File: src/rtl/cmp_rr_scheduler.sv
//----------------------------------------------------------------------------
// cmp_rr_scheduler : four requesters share one registered unsigned comparator
//                    through a round-robin arbiter (IDLE -> CMP -> DONE).
// Revision 1.0
//----------------------------------------------------------------------------
`default_nettype none

module cmp_rr_scheduler #(
    parameter int N = 8,
    parameter int R = 4
) (
    input  logic           clk,
    input  logic           rst_n,
    input  logic [R-1:0]   req_i,
    input  logic [R*N-1:0] a_bus_i,
    input  logic [R*N-1:0] b_bus_i,
    output logic [R-1:0]   ack_o,
    output logic [1:0]     grant_id_o,
    output logic           busy_o,
    output logic           done_o,
    output logic           a_greater_o,
    output logic           a_equal_o,
    output logic           a_lesser_o
);

    localparam logic [1:0] S_IDLE = 2'd0;
    localparam logic [1:0] S_CMP  = 2'd1;
    localparam logic [1:0] S_DONE = 2'd2;

    logic [1:0]   state_q;
    logic [1:0]   state_d;
    logic [1:0]   grant_q;
    logic [1:0]   last_grant_q;
    logic [N-1:0] op_a_q;
    logic [N-1:0] op_b_q;
    logic [2:0]   flags_q;

    logic         win_valid;
    logic [1:0]   win_idx;
    logic [1:0]   cand;

    // Search starts one past the last grant and wraps naturally in 2 bits.
    always_comb begin
        win_valid = 1'b0;
        win_idx   = '0;
        cand      = '0;
        for (int k = 1; k <= R; k++) begin
            cand = last_grant_q + k[1:0];
            if (!win_valid && req_i[cand]) begin
                win_valid = 1'b1;
                win_idx   = cand;
            end
        end
    end

    always_ff @(posedge clk or negedge rst_n) begin
        if (!rst_n) begin
            state_q <= S_IDLE;
        end else begin
            state_q <= state_d;
        end
    end

    always_comb begin
        state_d = state_q;
        case (state_q)
            S_IDLE:  if (win_valid) state_d = S_CMP;
            S_CMP:   state_d = S_DONE;
            S_DONE:  state_d = S_IDLE;
            default: state_d = S_IDLE;
        endcase
    end

    always_comb begin
        ack_o  = '0;
        done_o = 1'b0;
        busy_o = 1'b0;
        case (state_q)
            S_CMP: begin
                busy_o = 1'b1;
            end
            S_DONE: begin
                busy_o         = 1'b1;
                done_o         = 1'b1;
                ack_o[grant_q] = 1'b1;
            end
            default: begin
            end
        endcase
    end

    always_ff @(posedge clk or negedge rst_n) begin
        if (!rst_n) begin
            grant_q      <= 2'd0;
            last_grant_q <= 2'd3;
            op_a_q       <= '0;
            op_b_q       <= '0;
            flags_q      <= 3'b000;
        end else begin
            if (state_q == S_IDLE && win_valid) begin
                grant_q <= win_idx;
                op_a_q  <= a_bus_i[win_idx*N +: N];
                op_b_q  <= b_bus_i[win_idx*N +: N];
            end
            if (state_q == S_CMP) begin
                flags_q <= {op_a_q > op_b_q, op_a_q == op_b_q, op_a_q < op_b_q};
            end
            if (state_q == S_DONE) begin
                last_grant_q <= grant_q;
            end
        end
    end

    assign grant_id_o  = grant_q;
    assign a_greater_o = flags_q[2];
    assign a_equal_o   = flags_q[1];
    assign a_lesser_o  = flags_q[0];

endmodule

`default_nettype wire

File: config.mk
export PLATFORM = sky130hd
export DESIGN_NAME = cmp_rr_scheduler
export DESIGN_NICKNAME = d
export VERILOG_FILES = /design/src/rtl/cmp_rr_scheduler.sv
export SDC_FILE = /design/constraint.sdc
export NUM_CORES = 1
export LEC_CHECK = 0
export ABC_AREA = 0
export CAP_MARGIN = 40
export CORE_ASPECT_RATIO = 0.75
export CORE_MARGIN = 5
export CORE_UTILIZATION = 45
export DETAILED_ROUTE_END_ITERATION = 7
export PLACE_DENSITY_LB_ADDON = 0.05
export SYNTH_ARGS = -nofsm -noshare
export SYNTH_HDL_FRONTEND = slang
export SYNTH_SLANG_ARGS = --single-unit
File: constraint.sdc
create_clock -name clk -period 3.3 [get_ports clk]
set_clock_uncertainty 0.1 [all_clocks]
set_input_delay 0.33 -clock clk [delete_from_list [all_inputs] [get_ports clk]]
set_output_delay 0.33 -clock clk [all_outputs]
set_load 0.01 [all_outputs]
==> results.md <==
- Critical path class: reg2out
- Root buffer cell: clkbuf_8
- Vias: 1583
- H-tree depth: 1
- Most used DFF post-synth: dfrtp_1
- Detailed Route Iter0 Violations: 113
- Critical path arrival: 1920 ps
- Wirelength per Cell: 15.8 microns
- Final setup violation count: 0
- Max_slew headroom: 0.549
- Cell Rows: 19
- Largest family of logic cells by synthesized area: multiplexers
- Hold-fix buffers, CTS: 0
- Post-CTS Setup Bufs: 0
- CP max stage delay: 590 ps
- Final hold violations: 0
- First-pass GRT wire length: 7660 microns
- Share of cells above drive strength 1: 0.0484
- Proportion of synthesized area in mux cells: 0.190
- Slowest CP cell: clkdlybuf4s50_1
- Mapped Area: 1740 sq um
- Worst-Margin Slew: 675 ps
- Tmin final: 2350 ps
- Cell area after layout: 2600 sq um
- Yosys top cell area share: 0.330
- Synth area leader: dfrtp_1
- Vias in the first global route: 1657
- Worst Setup Start Kind: register
- Ys async rst share: 1.00
- FMAX: 425 MHz
- Worst skew pair latency: 270 ps
- Period utilization: 0.712
- Post-route ant nets: 0
- Cells after synthesis: 169
- Total track usage: 0.184
- Drt first pass iters: 6
- Synth unique cells: 36
- I/O Pins: 81
- Commonest non-fill, non-tap cell in the layout: clkdlybuf4s50_1
- Synth Warn #: 0
- Pins Over Slew Limit: 0
- Synthesized flop and latch total: 25
- Family with the most delay on the worst path: buffers and inverters
- Hold/Removal Path Class: in2async
- Syn nets: 251
- # port buffers: 80
- Die width: 81.9 microns
- Compound-cell area share of the yosys netlist: 0.154
- Num CTS Buffers: 3
- Area of the core: 3710 sq um
- Synth-to-Final Area Change: 49.1%
- CTS tree: yes
- Via density: 5.28
- DP Area: 2560 sq um
- Crit path max fanout: 7
- PostCTS Resize Cnt: 0
- RSZ-0062 raised after global routing: no
- DRC violations left: 0
- Power per standard cell area: 736 nW/um^2
- Die Ht: 63.9 microns
- Cells along the critical path: inv_1, ha_1, nor3b_1, clkdlybuf4s50_1
- Total wire length: 4740 microns
- CP required: 2870 ps
- Most frequent cells in the layout: clkdlybuf4s50_1, mux2i_1, nand2_1
- Buf+Inv Stages, Crit Path: 2
- Synth Area in Adders: 0.0861
- Syn Area/Cell: 10.3 sq um
- Total Nets Final: 331
- DPL Wire Length: 3760 microns
- Worst vdd ir: 0.358 mV
- Worst Setup End Kind: output port
- Synth top area cells: dfrtp_1, mux2i_1, ha_1
- CTS Sinks: 25
- DIE AREA: 5230 sq um
- Outcome: finished, final reports clean
- Simple-Gate Fraction of Synth Area: 0.126
- Worst-path clk slew: 90 ps
- Seq/Total Area, Yosys: 0.360
- Largest net degree at the start of global routing: 21
- Final Wtd Congestion: 0.898
- Initial antenna violation count: 0
- Global route overflow: 0
- EDFF count, synth: 0
- Starting Density: 0.470
- # diodes: 0
- Post-Synth XOR/XNOR Area: 0
- Setup_tns: 0 ps
- Pleak: 1.15 nW
- Clock buffer depth: 2
- MaxCap Viol Count: 0
power by group:
part	switching [mW]	total, mW	internal [mW]
Combinational	0.574	1.16	0.582
Clock	0.0973	0.184	0.0864
Sequential	0.108	0.576	0.468
Total	0.779	1.92	1.14
cell families after synthesis:
| group | count (synthesis) |
|---|---|
| DFF | 25 |
| AOI/OAI and AO/OA | 34 |
| and+or+nand+nor | 44 |
| muxes | 33 |
| adders and majority gates | 12 |
| buffers and inverters | 21 |
routing by layer:
metal | track usage | vias to the layer above | part of all wire
met5 | 0 | - | 0
li1 | - | 779 | -
met4 | 0.0664 | 0 | 0.032
met2 | 0.314 | 56 | 0.49
met1 | 0.221 | 734 | 0.41
met3 | 0.0520 | 14 | 0.068
worst reg2reg max path: stages, from the launching register on:
cell and delay [ps]:
dfstp_2 560, nand2b_1 140, nand3_2 120, a21oi_4 500, buf_12 260, mux2i_1 250
o221ai_1 140
state kept, by name, summed over array words and instances (netlist names):
register      flops
state_q           2
op_b_q            8
grant_id_o        2
last_grant_q      2
op_a_q            8
flags_q           3
final timing paths:
kind / endpoint / from / depth (start not counted) / slack (ps)
min reg2reg: op_b_q[3] / op_b_q[3] / 2 / 400
min in group clk: op_b_q[3] / op_b_q[3] / 2 / 400
min: op_b_q[5] / rst_n / 1 / 230
max in group asynchronous: last_grant_q[0] / rst_n / 2 / 2340
max reg2reg: op_b_q[2] / last_grant_q[0] / 6 / 1090
max: ack_o[0] / state_q[0] / 4 / 950
metrics by stage:
step	hold slack, ps	utilization	std cells	power (mW)	worst slack (ps)
2_1_floorplan	-65.6	-	169	1.40	1540
3_3_place_gp	375	0.685	295	1.65	861
3_5_place_dp	385	0.689	296	1.73	691
4_1_cts	238	0.701	300	1.93	949
5_1_grt	247	0.701	300	2.08	843
6_report	232	0.701	300	1.92	949
synthesized netlist by cell type (2+ instances only):
cell type  count
nand2_1       24
nand3_2        2
dfrtp_1       23
nor2_1         3
inv_1         13
and3_1         2
ha_1          12
dfstp_2        2
buf_12         3
o221ai_1      17
nand2b_1       3
o21ai_0        6
o21a_1         2
buf_2          2
buf_6          2
a21o_1         2
mux2i_1       32
area by class of cell:
cell class                 count  area, sq um
tap                           52         65.1
multi-input combinational    123          971
fill                         311         1110
timing repair buffer          83          843
sequential                    25          628
clock buffer                   4         45.0
inverter                      13         48.8
No activity file was read; power rests on OpenSTA's default activity.
